## src/rtl/flag_cond_unit.sv

```systemverilog
// Condition evaluation and NZCV flag register with a one-entry valid/ready output stage.
// Each accepted instruction is tested against the flags held before its accept edge.
module flag_cond_unit (
    input  logic       clk,
    input  logic       reset,
    input  logic       aluC,
    input  logic       aluZ,
    input  logic       aluN,
    input  logic       aluV,
    input  logic       flagWrite,
    input  logic [3:0] condField,
    input  logic       inValid,
    output logic       inReady,
    output logic       outValid,
    input  logic       outReady,
    output logic       condPass,
    output logic       carryOut,
    output logic [3:0] nzcv,
    input  logic       debug
);

    typedef enum logic {
        EMPTY = 1'b0,
        FULL  = 1'b1
    } state_t;

    state_t     state_p1;
    state_t     state_next;
    logic       accept;
    logic       cond_now;
    logic       flag_load;
    logic       cond_pass_p1;
    logic [3:0] flags_p1;

    // The debug input has no effect in hardware.
    logic       unused_debug;
    assign unused_debug = debug;

    // Flags are packed {N,Z,C,V}.
    function automatic logic cond_eval(input logic [3:0] cond, input logic [3:0] f);
        logic n;
        logic z;
        logic c;
        logic v;
        logic r;
        n = f[3];
        z = f[2];
        c = f[1];
        v = f[0];
        case (cond)
            4'b0000: r = z;
            4'b0001: r = !z;
            4'b0010: r = c;
            4'b0011: r = !c;
            4'b0100: r = n;
            4'b0101: r = !n;
            4'b0110: r = v;
            4'b0111: r = !v;
            4'b1000: r = c & !z;
            4'b1001: r = !c | z;
            4'b1010: r = (n == v);
            4'b1011: r = (n != v);
            4'b1100: r = !z & (n == v);
            4'b1101: r = z | (n != v);
            4'b1110: r = 1'b1;
            default: r = 1'b0;
        endcase
        return r;
    endfunction

    assign outValid  = (state_p1 == FULL);
    assign inReady   = !outValid | outReady;
    assign accept    = inValid & inReady;
    assign cond_now  = cond_eval(condField, flags_p1);
    assign flag_load = accept & flagWrite & cond_now;

    always_comb begin
        state_next = state_p1;
        case (state_p1)
            EMPTY: if (accept) state_next = FULL;
            FULL:  if (outReady && !accept) state_next = EMPTY;
            default: state_next = EMPTY;
        endcase
    end

    // Stage p1: output register and architectural flags
    always_ff @(posedge clk) begin
        if (reset) begin
            state_p1 <= EMPTY;
        end else begin
            state_p1 <= state_next;
        end
    end

    always_ff @(posedge clk) begin
        if (reset) begin
            cond_pass_p1 <= 1'b0;
        end else if (accept) begin
            cond_pass_p1 <= cond_now;
        end
    end

    always_ff @(posedge clk) begin
        if (reset) begin
            flags_p1 <= 4'b0000;
        end else if (flag_load) begin
            flags_p1 <= {aluN, aluZ, aluC, aluV};
        end
    end

    assign condPass = cond_pass_p1;
    assign nzcv     = flags_p1;
    assign carryOut = flags_p1[1];

endmodule

```

## config.mk

```make
export PLATFORM = sky130hd
export DESIGN_NAME = flag_cond_unit
export DESIGN_NICKNAME = d
export VERILOG_FILES = /design/src/rtl/flag_cond_unit.sv
export SDC_FILE = /design/constraint.sdc
export NUM_CORES = 1
export LEC_CHECK = 0
export ABC_AREA = 1
export CAP_MARGIN = 20
export CELL_PAD_IN_SITES_DETAIL_PLACEMENT = 1
export CELL_PAD_IN_SITES_GLOBAL_PLACEMENT = 1
export CORE_MARGIN = 10
export CORE_UTILIZATION = 36
export CTS_CLUSTER_DIAMETER = 50
export CTS_CLUSTER_SIZE = 40
export DETAILED_ROUTE_END_ITERATION = 16
export DONT_BUFFER_PORTS = 1
export GPL_ROUTABILITY_DRIVEN = 1
export GPL_TIMING_DRIVEN = 0
export HOLD_SLACK_MARGIN = 0.03
export MAX_ROUTING_LAYER = met4
export PLACE_DENSITY_LB_ADDON = 0.1
export SYNTH_ARGS = -nofsm -noshare
export SYNTH_HDL_FRONTEND = slang
export SYNTH_SLANG_ARGS = --single-unit
```

## constraint.sdc

```tcl
create_clock -name clk -period 1.5 [get_ports clk]
set_input_delay 0.3 -clock clk [delete_from_list [all_inputs] [get_ports clk]]
set_output_delay 0.3 -clock clk [all_outputs]
set_load 0.02 [all_outputs]
```

==> results of run 1 <==
[cell type report]
| type | count | area share, % |
|---|---|---|
| multi-input cells | 61 | 56.87 |
| flip-flops and latches | 6 | 22.75 |
| inverters | 19 | 12.23 |
| clock buffers | 3 | 3.863 |
| well taps | 14 | 3.004 |
| plain buffers | 1 | 1.288 |
[registers in the layout (all words and copies together) (netlist names)]
register	flops
outValid	1
condPass	1
nzcv	4
[cell families (layout without fill, tap and decap cells)]
family	Yosys count	in the layout	share of synthesized area [%]
simple gates	49	50	45.07
flops	6	6	25.60
buf+inv	20	23	16.80
compound gates	11	11	12.53
[worst max path at each step]
stage                               startpoint                    end  slack (ns)  depth (start not counted)
after floorplan           nzcv[1]$_SDFFE_PP0P_  condPass$_SDFFE_PP0P_        0.12                          9
after global placement    nzcv[3]$_SDFFE_PP0P_   nzcv[3]$_SDFFE_PP0P_       -0.04                          9
after detailed placement  nzcv[3]$_SDFFE_PP0P_  condPass$_SDFFE_PP0P_       -0.08                         11
after CTS                 nzcv[3]$_SDFFE_PP0P_   nzcv[3]$_SDFFE_PP0P_        0.02                         11
after global routing      nzcv[3]$_SDFFE_PP0P_   nzcv[3]$_SDFFE_PP0P_       -0.08                         12
final                     nzcv[0]$_SDFFE_PP0P_   nzcv[3]$_SDFFE_PP0P_        0.05                          6
[worst reg2reg max path, stage by stage, from the launching register on]
cell	delay, ns
dfxtp_4	0.38
o21ai_0	0.22
nand3_1	0.14
a21oi_2	0.29
nand2_4	0.11
a21oi_2	0.13
nor2_1	0.05
[timing repair]
item,in CTS,in global routing
endpoints found under the setup margin,5,5
cloned,0,1
buffers inserted,0,0
endpoints found under the hold margin,0,0
gates resized for setup,4,20
[report_power, final]
part           total, mW  switching (mW)  internal, mW  leakage (nW)
logic              0.130          0.0851        0.0451         0.228
registers          0.198          0.0282         0.170        0.0519
clock network      0.154          0.0633        0.0909        0.0138
total              0.483           0.177         0.306         0.293
[metal layers]
layer | vias to the layer above | GRT usage (%) | share of wire, %
li1 | 276 | - | -
met1 | 268 | 10.82 | 37
met2 | 18 | 12.44 | 51
met3 | 2 | 6.606 | 11
met4 | 0 | 1.024 | 1.2
met5 | - | - | 0
[cell usage after synthesis, drive strengths merged]
library cell,instances,share of area [%]
o21ai,3,3.2
a21oi,8,9.3
nor2,11,9.3
buf,1,1.6
dfxtp,6,26
nor3,2,2.1
nand2,22,19
nand3,14,15
inv,19,15
[per-stage QoR]
| step | util (%) | power, mW | hold slack, ns | TNS (ns) | worst slack [ns] |
|---|---|---|---|---|---|
| floorplan | - | 0.2760 | 0.3691 | 0 | 0.1178 |
| global placement | 41.56 | 0.2937 | 0.3740 | -0.1839 | -0.04084 |
| detailed placement | 41.56 | 0.2984 | 0.3733 | -0.3989 | -0.08448 |
| CTS | 44.02 | 0.4536 | 0.1102 | 0 | 0.02364 |
| global route | 49.79 | 0.5243 | 0.1043 | -0.3342 | -0.07647 |
| finish | 49.79 | 0.4825 | 0.1178 | 0 | 0.05337 |
==> qor.txt, run 1 <==
Reported max-cap violation count = 0
Cell Count, Final, Fillers Out = 104
Synth Register Bits = 6
Largest net degree at the start of global routing = 10
Depth of the worst register-to-register path = 6
Most frequent cells in the layout = 18 x nand2_1, 17 x inv_1, 13 x nand3_1
Syn Inst Count = 86
Die ar. = 3147 um2
Grt ovf = 0
Commonest non-fill, non-tap cell in the layout = nand2_1
CTS H-tree depth = 1
PwrDens = 827.6 nW/um2
First-pass GRT wire length = 2380 um
Multi-input logic area = 331.6 um2
Total number of vias = 564
Endpoints failing setup = 0
Wire per inst = 15.47 um
Outcome = finished clean
Clk sinks = 6
Diode count = 0
Die Y = 56.10 um
Root buffer cell = clkbuf_4
Vias in the first global route = 545
Critical path's slowest cell = dfxtp_4
Distinct cells, synth = 12
Setup Skew = 0.01071 ns
Synth Warn # = 0
DP HPWL = 1151 um
Starting density of the core = 40.06%
Final hold vios = 0
Hold-fix buffers, CTS = 0
Number of CTS-inserted buffers = 3
CTS tree = yes
Reg2reg end = nzcv[3]$_SDFFE_PP0P_
Buf+Inv Stages, Crit Path = 0
Critical Path Source Type = flip-flop
Final Cycle Share = 96.44%
Post-Syn Area per Cell = 5.456 um2
Share of layout cells above drive strength 1 = 27.78%
Setup CP Type = flip-flop to flip-flop
CP required = 1.63 ns
GRT Util Overall = 9.120%
Launching point of the worst reg2reg path = nzcv[0]$_SDFFE_PP0P_
Crit path max-delay family = compound AO/OA/AOI/OAI gates
DRC errors left = 0
Max Slew Vio Count = 0
Ordered cell list for the critical path = o21ai_0, nand3_1, a21oi_2, nand2_4, a21oi_2, nor2_1
Drt total wl = 1609 um
VDD IR-drop max = 508.9 uV
Initial DRC Count = 4
Hold Crit Start = reset
Final Cell Area = 583.1 um2
CP Max Fanout = 5
DRT Pass-1 Iters = 3
I/O pins = 22
Synthesized area = 469.2 um2
Initial antenna violation count = 0
Core ar. = 1171 um2
Worst Tran Pin Value = 0.2811 ns
Tmin final = 1.447 ns
Crit path largest cell delay = 0.38 ns
Clock Latency Late Sink = 0.25 ns
Worst slew margin = 81.26%
Die width = 56.10 um
Clk buf depth = 2
Final net count = 106
Worst min path class = input pin to flip-flop
Routed vias/inst = 5.423
Reg clk slew, reported paths = 0.05 ns
Crit path arrival time = 1.58 ns
Input/output buffers = 0
CP endpoint kind = flip-flop
Placed cell count = 100
Worst hold path cell count = 1
Fmax achieved = 691.3 MHz
Synth-to-Final Area Change = 24.27%
Placed Area = 486.7 um2
FP Rows = 12
Seq/Total Area, Yosys = 25.60%
Fill cell count = 172
Flop-to-flop setup slack = 0.05 ns
ANT nets after route = 0
Most common cell on crit path = a21oi_2
RD Place Congestion = 0.7276
Reg area = 132.6 um2
Syn Nets = 100
Worst hold endpoint = outValid$_SDFF_PP0_
Leakage power = 0.2934 nW
No activity file was read; power rests on OpenSTA's default activity.
==> run 2: changes to the inputs <==
--- a/config.mk
+++ b/config.mk
@@ -9,7 +9,6 @@
 export CAP_MARGIN = 20
 export CELL_PAD_IN_SITES_DETAIL_PLACEMENT = 1
 export CELL_PAD_IN_SITES_GLOBAL_PLACEMENT = 1
-export CORE_MARGIN = 10
 export CORE_UTILIZATION = 36
 export CTS_CLUSTER_DIAMETER = 50
 export CTS_CLUSTER_SIZE = 40
@@ -18,8 +17,8 @@
 export GPL_ROUTABILITY_DRIVEN = 1
 export GPL_TIMING_DRIVEN = 0
 export HOLD_SLACK_MARGIN = 0.03
-export MAX_ROUTING_LAYER = met4
 export PLACE_DENSITY_LB_ADDON = 0.1
+export SLEW_MARGIN = 20
 export SYNTH_ARGS = -nofsm -noshare
 export SYNTH_HDL_FRONTEND = slang
 export SYNTH_SLANG_ARGS = --single-unit
==> qor.txt, run 2 (synthesis gave the netlist of run 1 again) <==
Initial antenna violation count = 0 (unchanged)
Final Cell Area = 553.0 um2 (-5.2%)
Worst slew margin = 75.97% (-5.3 points)
Total number of vias = 539 (-4.4%)
Fill cell count = 178 (+3.5%)
Max Slew Vio Count = 0 (unchanged)
PwrDens = 834.6 nW/um2 (+0.84%)
Ordered cell list for the critical path = o21ai_0, nand3_1, a21oi_1, nand2_4, a21oi_1, nor2_1
First-pass GRT wire length = 1918 um (-19%)
Hold-fix buffers, CTS = 0 (unchanged)
Number of CTS-inserted buffers = 3 (unchanged)
Dpl ws = -0.1311 ns (-0.04659 ns)
Setup slack after layout = 0.04123 ns (-0.01214 ns)
CP required = 1.63 ns (about the same)
Final Cycle Share = 97.25% (+0.81 points)
Input/output buffers = 0 (unchanged)
Met3 Use GR = 9.884% (+3.3 points)
Placed Area = 486.7 um2 (unchanged)
Buf+Inv Stages, Crit Path = 0 (unchanged)
Power Total = 461.6 uW (-4.4%)
RD Place Congestion = 0.7379 (+1.4%)
Final net count = 106 (unchanged)
Setup CP Type = flip-flop to flip-flop
Final hold vios = 0 (unchanged)
Vias in the first global route = 492 (-9.7%)
Initial DRC Count = 4 (unchanged)
Most frequent cells in the layout = 19 x nand2_1, 18 x inv_1, 13 x nand3_1
CP Max Fanout = 5 (unchanged)
Routed vias/inst = 5.183 (-4.4%)
CP endpoint kind = flip-flop
Diode count = 0 (unchanged)
DP HPWL = 1011 um (-12%)
VDD IR-drop max = 476.1 uV (-6.5%)
Crit path largest cell delay = 0.37 ns (about the same)
CTS tree = yes
DRT Pass-1 Iters = 3 (unchanged)
DRC errors left = 0 (unchanged)
Outcome = finished clean
Setup Skew = 0.0005667 ns (-0.01014 ns)
Crit path max-delay family = compound AO/OA/AOI/OAI gates
ANT nets after route = 0 (unchanged)
Worst hold path cell count = 1 (unchanged)
Flop-to-flop setup slack = 0.04 ns (about the same)
Reported max-cap violation count = 0 (unchanged)
Hold Crit Start = reset
Largest net degree at the start of global routing = 10 (unchanged)
Share of layout cells above drive strength 1 = 18.89% (-8.9 points)
Fmax achieved = 685.5 MHz (-0.83%)
CTS H-tree depth = 1 (unchanged)
Post-CTS Setup Bufs = 0 (unchanged)
Worst hold endpoint = outValid$_SDFF_PP0_
Most common cell on crit path = a21oi_1
Starting density of the core = 40.58% (+0.52 points)
Worst min path class = input pin to flip-flop
I/O pins = 22 (unchanged)
Reg clk slew, reported paths = 0.05 ns (about the same)
Launching point of the worst reg2reg path = nzcv[0]$_SDFFE_PP0P_
Crit path arrival time = 1.59 ns (about the same)
Clock Latency Late Sink = 0.25 ns (about the same)
Die ar. = 1452 um2 (-54%)
Grt ovf = 0 (unchanged)
Critical Path Source Type = flip-flop
M2 GR Usage = 31.78% (+19 points)
Synth-to-Final Area Change = 17.87%
Endpoints failing setup = 0 (unchanged)
Clk sinks = 6 (unchanged)
Commonest non-fill, non-tap cell in the layout = nand2_1
Reg2reg end = nzcv[2]$_SDFFE_PP0P_
Tmin final = 1.459 ns (+0.01214 ns)
Worst Tran Pin Value = 0.3604 ns (+0.07935 ns)
Die Y = 38.10 um (-32%)
FP Rows = 12 (unchanged)
GRT Util Overall = 19.56% (+10 points)
Leakage power = 0.2869 nW (-2.2%)
Grt met1 use = 22.26% (+11 points)
Root buffer cell = clkbuf_4
Core ar. = 1156 um2 (-1.3%)
Critical path's slowest cell = dfxtp_4
Largest register FFs = 4 (unchanged)
Depth of the worst register-to-register path = 6 (unchanged)
Wire per inst = 12.96 um (-16%)
GRT busiest layer = met2
Clk buf depth = 2 (unchanged)
Die width = 38.10 um (-32%)
Core Util, Final = 47.84% (-2.0 points)
Drt total wl = 1348 um (-16%)
-- run 2: changes by cell type in the layout (fill, tap and decap cells not counted) --
cell	change
nand2_1	+1
a21oi_1	+5
a21oi_2	-5
o21ai_1	+1
nand2_4	-1
inv_1	+1
inv_2	-1
o21ai_2	-1
-- run 2: worst reg2reg max path, cell delays in order, from the launching register on --
cell and delay (ns):
dfxtp_4 0.37, o21ai_0 0.21, nand3_1 0.11, a21oi_1 0.32, nand2_4 0.12, a21oi_1 0.16
nor2_1 0.07
-- run 2: cell type report --
| type | count | area [um2] | area share (%) |
|---|---|---|---|
| inverter | 19 | 71.32 | 12.90 |
| buffer | 1 | 7.507 | 1.357 |
| multi-input combinational | 61 | 301.5 | 54.52 |
| tap | 14 | 17.52 | 3.167 |
| sequential | 6 | 132.6 | 23.98 |
| clock buffer | 3 | 22.52 | 4.072 |
-- run 2: where the power goes --
part	switching, mW	internal, mW
combinational	0.0747	0.0396
sequential	0.0250	0.170
clock	0.0615	0.0907
total	0.161	0.300
-- run 2: what timing repair did --
action | CTS | global route
endpoints found under the hold margin | 0 | 0
pin swaps | 0 | 1
gates resized for setup | 5 | 10
endpoints found under the setup margin | 5 | 5
cloned | 0 | 1
-- run 2: how the worst max path moves through the flow --
stage / start / end / slack [ns] / cells after the start
floorplan: nzcv[1]$_SDFFE_PP0P_ / condPass$_SDFFE_PP0P_ / 0.12 / 9
global placement: nzcv[3]$_SDFFE_PP0P_ / condPass$_SDFFE_PP0P_ / -0.02 / 9
detailed placement: nzcv[3]$_SDFFE_PP0P_ / condPass$_SDFFE_PP0P_ / -0.13 / 9
CTS: nzcv[0]$_SDFFE_PP0P_ / condPass$_SDFFE_PP0P_ / 0.001 / 9
global route: nzcv[0]$_SDFFE_PP0P_ / nzcv[2]$_SDFFE_PP0P_ / -0.06 / 7
finish: nzcv[0]$_SDFFE_PP0P_ / nzcv[2]$_SDFFE_PP0P_ / 0.04 / 6
-- run 2: routing by layer --
metal | part of all wire, % | up-vias | wire (um)
li1 | - | 277 | -
met2 | 47 | 18 | 638
met1 | 46 | 244 | 619
met5 | 0 | - | 0
met4 | 0 | 0 | 0
met3 | 6.7 | 0 | 90
-- run 2: per-stage QoR --
stage / cells / hold WS, ns / setup TNS [ns]
final: 104 / 0.1197 / 0
after floorplan: 86 / 0.3691 / 0
after global placement: 100 / 0.3719 / -0.09323
after global routing: 104 / 0.1074 / -0.2580
after CTS: 103 / 0.1103 / 0
after detailed placement: 100 / 0.3748 / -0.5718
==> RTL edit (config.mk and constraints of run 1) <==
Reset style: asynchronous (`reset`), changed in 3 clocked blocks.
--- a/src/rtl/flag_cond_unit.sv
+++ b/src/rtl/flag_cond_unit.sv
@@ -84,7 +84,7 @@
     end
 
     // Stage p1: output register and architectural flags
-    always_ff @(posedge clk) begin
+    always_ff @(posedge clk or posedge reset) begin
         if (reset) begin
             state_p1 <= EMPTY;
         end else begin
@@ -92,7 +92,7 @@
         end
     end
 
-    always_ff @(posedge clk) begin
+    always_ff @(posedge clk or posedge reset) begin
         if (reset) begin
             cond_pass_p1 <= 1'b0;
         end else if (accept) begin
@@ -100,7 +100,7 @@
         end
     end
 
-    always_ff @(posedge clk) begin
+    always_ff @(posedge clk or posedge reset) begin
         if (reset) begin
             flags_p1 <= 4'b0000;
         end else if (flag_load) begin
Formal check against the unedited RTL: differs if reset is asserted again (counterexample within 4 cycles, from zero or initial values and one cycle with reset high); with reset held inactive, the same outputs for 10 cycles.
==> RTL edit against run 1 <==
Final area shrank 6.0%. Setup slack gained 0.026 ns. Non-clock buffer count grew 2. Sequential share of layout area grew 5.3 points. Sequential cell count is the same. Wire length shrank 9.6%. Critical path type unchanged. Synthesized area shrank 1.6%. Worst hold slack gained 0.037 ns.
Power is not compared: it rests on default switching activity, and its combinational part moved more than twofold at a synthesized area within 25%.
==> RTL edit: results <==
[worst_setup_path]
worstPathArrival_ns = 1.56
reg2reg_slack_ns = 0.08
reg2reg_to = nzcv[3]
slowest_delay_ns = 0.45
critical_path.slowest_cell = dfrtp_1
crit_start = outValid
crit_family = simple AND/OR/NAND/NOR gates

[routing]
drt_wl_total_mm = 1.45
drt-initial-drc-count = 0
firstDrtPassIters = 1
via_per_inst = 5.19

[final_layout]
layout.nets = 99
multi_input_area_share = 0.505
inv_count = 14
clk_share = 0.0411
nMultiInputCombCells = 57
final_cells = 97
buffers = 3
seq_share = 0.281
drive_gt1_frac = 0.241
buffer_area_frac = 0.0457
nClkBuffers = 3
nFillCells = 160

[global_route]
grt_pass1_vias = 504
track_usage = 0.0964
grt_pass1_wl_mm = 2.32
grt_max_degree = 8

[worst_hold_path]
hp-start = inValid
min_to = outValid
hold-path-cell-count = 2

[timing]
max_slew.worst_pin.slew_ns = 0.357
finClkSkew_ns = 0.00672
holdWs_ns = 0.155
fmax_ghz = 0.704

[logic_synthesis]
synthArstFlopShare = 1.00
synth_top_cells_by_count = nand2_1 (25), inv_1 (14), nand3_1 (14)
syn_inst = 78
ys_top_cells_by_area = dfrtp_1 (33%), nand2_1 (20%), nand3_1 (15%)
syn-num-nets = 92
ys_seq_area_frac = 0.325

[placed_design]
pre_cts_ws_ns = -0.0501
place.gp.congestion = 0.789
place_hpwl_mm = 1.21
placed_area_sq_um = 479

[power_and_ir_drop]
p_total_uw = 938

[clock_network]
clk_path_buf_depth = 2
cts_hold_buf = 1
cts.repair.resized = 4

[run_status]
status = finished, final reports clean
RTL edit: changes by cell type in the layout (fill, tap and decap cells not counted), moves of 2 or more:
cell	change
inv_1	-5
nand2_1	+5
a21oi_2	-4
dfrtp_1	+3
dfrtp_2	+3
dfxtp_4	-3
nor2_1	-3
a21oi_1	-2
dfxtp_1	-2
nor2_2	+2
nor2_4	-2
RTL edit: cells by family after synthesis:
logic type             after synthesis  synth area share
AO/OA/AOI/OAI                        5            0.0569
buffers and inverters               15             0.130
flip-flops                           6             0.325
AND/OR/NAND/NOR                     52             0.488
RTL edit: per-layer routing:
layer	wire, um	GRT usage	vias to the layer above	part of all wire
li1	-	-	254	-
met3	121	0.0524	4	0.083
met5	0	-	-	0
met2	650	0.131	16	0.45
met4	43	0.0717	0	0.030
met1	639	0.103	229	0.44
